### src/rtl/noc_pkg.sv
// noc_pkg: shared NoC-wide defaults and width helpers.
//   NOC_INPORT   - default requester count per output port (local port included)
//   NOC_CREDITS  - default downstream FIFO depth
//   NOC_STALL_W  - default width of debug stall counters
//   cred_width() - bits needed to hold a credit count of 0..n
//   idx_width()  - bits needed to index n requesters (min 1)
package noc_pkg;

  localparam int NOC_INPORT  = 7;
  localparam int NOC_CREDITS = 8;
  localparam int NOC_STALL_W = 16;

  function automatic int cred_width(input int n);
    return $clog2(n + 1);
  endfunction

  function automatic int idx_width(input int n);
    return (n > 1) ? $clog2(n) : 1;
  endfunction

endpackage

### src/rtl/credit_rr_allocator_rr_pick.sv
// rr_pick: combinational rotate-priority encoder.
// Scans req starting at ptr, wrapping mod N, and grants the first set bit.
//   req  in  [0:N-1]   request vector
//   ptr  in  [PW-1:0]  index with highest priority this cycle (0..N-1)
//   en   in  1         grant enable; when low gnt is zero
//   gnt  out [0:N-1]   one-hot grant or zero
//   idx  out [PW-1:0]  encoded index of the granted requester (0 if none)
module rr_pick #(
  parameter int N  = 7,
  parameter int PW = 3
) (
  input  logic [0:N-1]  req,
  input  logic [PW-1:0] ptr,
  input  logic          en,
  output logic [0:N-1]  gnt,
  output logic [PW-1:0] idx
);

  logic        found;
  int unsigned pos;

  always_comb begin
    gnt   = '0;
    idx   = '0;
    found = 1'b0;
    pos   = 0;
    for (int unsigned off = 0; off < N; off++) begin
      pos = (int'(unsigned'(ptr)) + off) % N;
      if (en && !found && req[pos]) begin
        found    = 1'b1;
        gnt[pos] = 1'b1;
        idx      = PW'(pos);
      end
    end
  end

endmodule

### src/rtl/credit_rr_allocator.sv
// credit_rr_allocator: credit-based round-robin allocator for one router
// output port. Grants one requesting input FIFO per cycle while downstream
// credits remain, tracks free downstream slots, flags credit overflow and
// counts credit-starved cycles.
//
// Optional build macro: CRALLOC_CREDIT_BYPASS_EN
//   defined   - a credit returned this cycle may enable a grant at
//               credit_count==0 (combinational credit_return -> grants_out)
//   undefined - grant enable depends only on the registered credit_count
//
// Ports:
//   clk           in  1             system clock
//   rst           in  1             synchronous active-high reset
//   requests      in  [0:INPORT-1]  bit i: input i has a head flit for this port
//   off_sig       in  1             external stall, blocks all grants
//   credit_return in  1             one downstream slot freed this cycle
//   grants_out    out [0:INPORT-1]  one-hot or zero grant (FIFO rd_en, xbar sel)
//   valid_o       out 1             flit launched this cycle
//   credit_count  out [CRED_W-1:0]  registered free-slot count
//   credit_err    out 1             sticky credit-overflow flag
//   stall_cnt     out [STALL_W-1:0] saturating credit-starved cycle count
module credit_rr_allocator
  import noc_pkg::*;
#(
  parameter  int INPORT  = NOC_INPORT,
  parameter  int CREDITS = NOC_CREDITS,
  parameter  int STALL_W = NOC_STALL_W,
  localparam int CRED_W  = cred_width(CREDITS)
) (
  input  logic                clk,
  input  logic                rst,
  input  logic [0:INPORT-1]   requests,
  input  logic                off_sig,
  input  logic                credit_return,
  output logic [0:INPORT-1]   grants_out,
  output logic                valid_o,
  output logic [CRED_W-1:0]   credit_count,
  output logic                credit_err,
  output logic [STALL_W-1:0]  stall_cnt
);

  localparam int PTR_W = idx_width(INPORT);

  logic [PTR_W-1:0] ptr;
  logic [PTR_W-1:0] gnt_idx;
  logic             cred_avail;
  logic             en;

  always_comb begin
`ifdef CRALLOC_CREDIT_BYPASS_EN
    cred_avail = (credit_count != '0) || credit_return;
`else
    cred_avail = (credit_count != '0);
`endif
    // Gating with rst keeps grants (and FIFO reads) off during the reset cycle.
    en = !rst && !off_sig && cred_avail;
  end

  rr_pick #(
    .N  (INPORT),
    .PW (PTR_W)
  ) u_pick (
    .req (requests),
    .ptr (ptr),
    .en  (en),
    .gnt (grants_out),
    .idx (gnt_idx)
  );

  assign valid_o = |grants_out;

  always_ff @(posedge clk) begin
    if (rst) begin
      ptr          <= '0;
      credit_count <= CRED_W'(CREDITS);
      credit_err   <= 1'b0;
      stall_cnt    <= '0;
    end else begin
      if (valid_o)
        ptr <= (gnt_idx == PTR_W'(INPORT - 1)) ? '0 : gnt_idx + PTR_W'(1);

      // Grant and return together leave the count unchanged; this also covers
      // a bypass grant at zero credits, which must keep the count at 0.
      if (valid_o && !credit_return) begin
        credit_count <= credit_count - CRED_W'(1);
      end else if (!valid_o && credit_return) begin
        if (credit_count == CRED_W'(CREDITS))
          credit_err <= 1'b1;
        else
          credit_count <= credit_count + CRED_W'(1);
      end

      if ((|requests) && !off_sig && (credit_count == '0) && !valid_o &&
          (stall_cnt != '1))
        stall_cnt <= stall_cnt + STALL_W'(1);
    end
  end

endmodule

### config.mk
export PLATFORM = sky130hd
export DESIGN_NAME = credit_rr_allocator
export DESIGN_NICKNAME = d
export VERILOG_FILES = /design/src/rtl/noc_pkg.sv /design/src/rtl/credit_rr_allocator_rr_pick.sv /design/src/rtl/credit_rr_allocator.sv
export SDC_FILE = /design/constraint.sdc
export NUM_CORES = 1
export LEC_CHECK = 0
export CORE_ASPECT_RATIO = 0.7
export CORE_MARGIN = 2
export CORE_UTILIZATION = 25
export DETAILED_ROUTE_END_ITERATION = 8
export GPL_TIMING_DRIVEN = 0
export PLACE_DENSITY_LB_ADDON = 0.3
export SYNTH_ARGS = -nofsm -noshare
export SYNTH_HDL_FRONTEND = slang
export SYNTH_SLANG_ARGS = --single-unit
### constraint.sdc
create_clock -name clk -period 16.61 [get_ports clk]
set_input_delay 1.661 -clock clk [delete_from_list [all_inputs] [get_ports clk]]
set_output_delay 1.661 -clock clk [all_outputs]
set_load 0.005 [all_outputs]
==> impl_metrics.py <==
metrics = {
    "detailed_routing": {
        "wirelength_mm": 18.7,
        "vias": 5524,
        "drtAntennaViolNets": 0,
        "drtPass1Iterations": 5,
        "drc": 0,
        "avgRoutedWirePerCell_um": 19.2,
        "drt_iter0_drc": 696,
        "via_per_inst": 5.67,
    },
    "run_status": {
        "status": "completed",
    },
    "synth": {
        "ys.flop_type": "dfxtp_1",
        "postSynthRegisterBits": 24,
        "synth_top_area_frac": 0.0982,
        "synthArstFlopShare": 0,
        "syn_inst": 672,
        "synth_warnings": 0,
        "ys_seq_area_frac": 0.0982,
        "syn_area_per_cell_um2": 7.28,
        "ys_types": 104,
        "synthTopCellsByArea": "dfxtp_1 9.8%, ha_1 7.4%, nor2_1 5.4%, a21oi_1 4.0%, nand2_1 3.8%",
        "synth_edf_count": 0,
        "syn_nets": 714,
        "synth_largest_area_cell": "dfxtp_1",
        "netlist_area_um2": 4890,
    },
    "timing": {
        "max_freq_mhz": 104,
        "slew_headroom": 0.367,
        "setup_ws_ps": 6960,
        "setup_tns_ps": 0,
        "hold_violations": 0,
        "fin_crit_sh": 0.581,
        "finClkSkew_ps": 3.67,
        "final_max_slew_viol_count": 0,
        "fin_crit_ps": 9650,
        "rsz0062_at_grt": "no",
        "worst_pin_slew_ps": 939,
        "setup_viol": 0,
    },
    "die": {
        "die_h_um": 121,
        "die_w_um": 171,
        "io_pins": 40,
        "core-area_um2": 19000,
        "die-area_um2": 20700,
        "rows": 42,
        "initial_core_util": 0.257,
    },
    "worst_setup_path": {
        "cp.arrival_ps": 7990,
        "crit_required_ps": 14950,
        "cp_slowest_cell": "buf_1",
        "endpoint_kind": "output port",
        "slowest_delay_ps": 580,
        "path_cells": "buf_4 -> inv_2 -> buf_2 -> buf_1 -> ha_1 -> buf_2 -> inv_1 -> clkbuf_1 -> ha_1 -> ha_1 -> or4b_1 -> o211ai_1 -> o31a_1 -> xnor2_1 -> nand3_1 -> o211ai_4 -> a2111oi_0 -> a221oi_1 -> o211ai_1 -> nor3_1 -> nand4_4 -> clkdlybuf4s50_1",
        "cp_max_fo": 11,
        "critPathKind": "reg -> out",
        "path_common_cell": "ha_1",
        "startpoint_type": "register",
    },
    "clock_tree": {
        "clock-sinks": 24,
        "cts_tree": "built",
        "htreeDepth": 1,
        "cts_setup_buffers": 0,
        "clkSlewWorstSetupHoldPaths_ps": 60,
        "cts_buffer_depth": 2,
        "clock_latency_ps": 260,
        "cts_hold_buf": 0,
        "clockRootBuffer": "clkbuf_16",
        "ctsResizeCount": 0,
        "numCtsBuffers": 3,
    },
    "global_route": {
        "grt_pass1_wl_mm": 29.2,
        "antenna_found_initial": 0,
        "overflow": 0,
        "grt_max_degree": 13,
        "grtUsageTotal": 0.181,
        "grt_pass1_vias": 4906,
    },
    "layout": {
        "fin_nets": 755,
        "multi_input_area_um2": 4100,
        "fill_cells": 2124,
        "seq_area_um2": 480,
        "final_cell_mix": "71 x nor2_1, 50 x nand2_1, 39 x a21oi_1",
        "n_antenna_cell": 0,
        "layout_commonest_cell": "nor2_1",
        "syn2layout_area_growth_pct": 15.7,
        "drive_gt1_frac": 0.107,
        "utilization": 0.297,
        "stdcell_count": 975,
    },
    "placed_design": {
        "pre_cts_ws_ps": 7490,
        "routabilityCongestion": 0.917,
        "dpl.cell_count": 972,
        "post-dp-hpwl_mm": 15.1,
        "portBuffers": 36,
    },
    "min_path": {
        "hold_path.class": "reg -> reg",
    },
    "pwr": {
        "finalPower_w": 0.000919,
        "peakVddDrop_mv": 0.0452,
        "leakage_nw": 1.94,
        "p_per_area_nw_per_um2": 162,
    },
    "job": {
        "maxCapViolations": 0,
    },
}
==> metal layers <==
metal  share of wire  GRT usage
met1            0.51      0.292
met2            0.37      0.240
met3            0.11     0.0437
met4           0.011     0.0207
met5               0          0
==> area by class of cell <==
cell class,count,share of cell area
well taps,264,0.0584
flip-flops and latches,24,0.0849
clock buffers,3,0.0133
plain buffers,42,0.0361
multi-input cells,577,0.724
repair buffers,36,0.0637
inverters,29,0.0192
==> logic make-up after synthesis <==
group           Yosys count  share of synthesized area
simple gates            282                      0.307
buf+inv                  71                     0.0640
xor+xnor                 28                     0.0570
mux                      18                     0.0412
flops                    24                     0.0982
compound gates          218                      0.350
fa+ha+maj                31                     0.0824
==> stage by stage <==
step	cell area [um2]	hold WS, ps
global route	5660	528
detailed placement	5580	472
floorplan	4890	461
finish	5660	480
global placement	5580	480
CTS	5660	486
==> final timing paths <==
kind	start	to	slack (ps)	cells past startpoint
setup / recovery	ptr[0]	valid_o	6960	22
hold / removal	credit_err	credit_err	480	2
setup reg to reg	ptr[0]	credit_count[3]	7960	28
hold reg to reg	credit_err	credit_err	480	2
==> sequential cells by signal, summed over array words and instances (netlist names) <==
signal and flops:
stall_cnt 16, credit_count 4, ptr 3, credit_err 1
==> power breakdown <==
part           internal [W]  leakage (nW)  switching [W]
Sequential        0.0000643         0.194      0.0000126
Combinational      0.000272          1.71       0.000518
Clock             0.0000319        0.0370      0.0000208
==> worst max-delay path: cells and delay by family, from the launching register on <==
| family | cells | cell delay, ps |
|---|---|---|
| adder cells (fa/ha/maj) | 3 | 930 |
| buffers and inverters | 8 | 2880 |
| AO/OA/AOI/OAI | 6 | 1540 |
| AND/OR/NAND/NOR | 4 | 1570 |
| XOR/XNOR | 1 | 310 |
| flip-flops | 1 | 470 |
==> cell usage after synthesis (5+ instances only) <==
cell,count
clkbuf_1,20
and2_1,10
a211oi_1,14
dfxtp_1,24
xnor2_1,15
a2111oi_0,5
nand4_1,16
a21o_1,6
nor2b_1,11
o21ai_1,5
buf_2,13
nor4_1,9
mux2i_1,12
nor3_1,18
nand3_1,26
ha_1,29
nand2b_1,17
o21a_1,5
o21ai_0,24
xor2_1,10
and3_1,6
inv_1,28
nand2_1,50
a21oi_1,39
a31oi_1,21
or3_1,12
o211ai_1,14
nor2_1,71
Note: power is estimated with default switching activity, not from simulation.
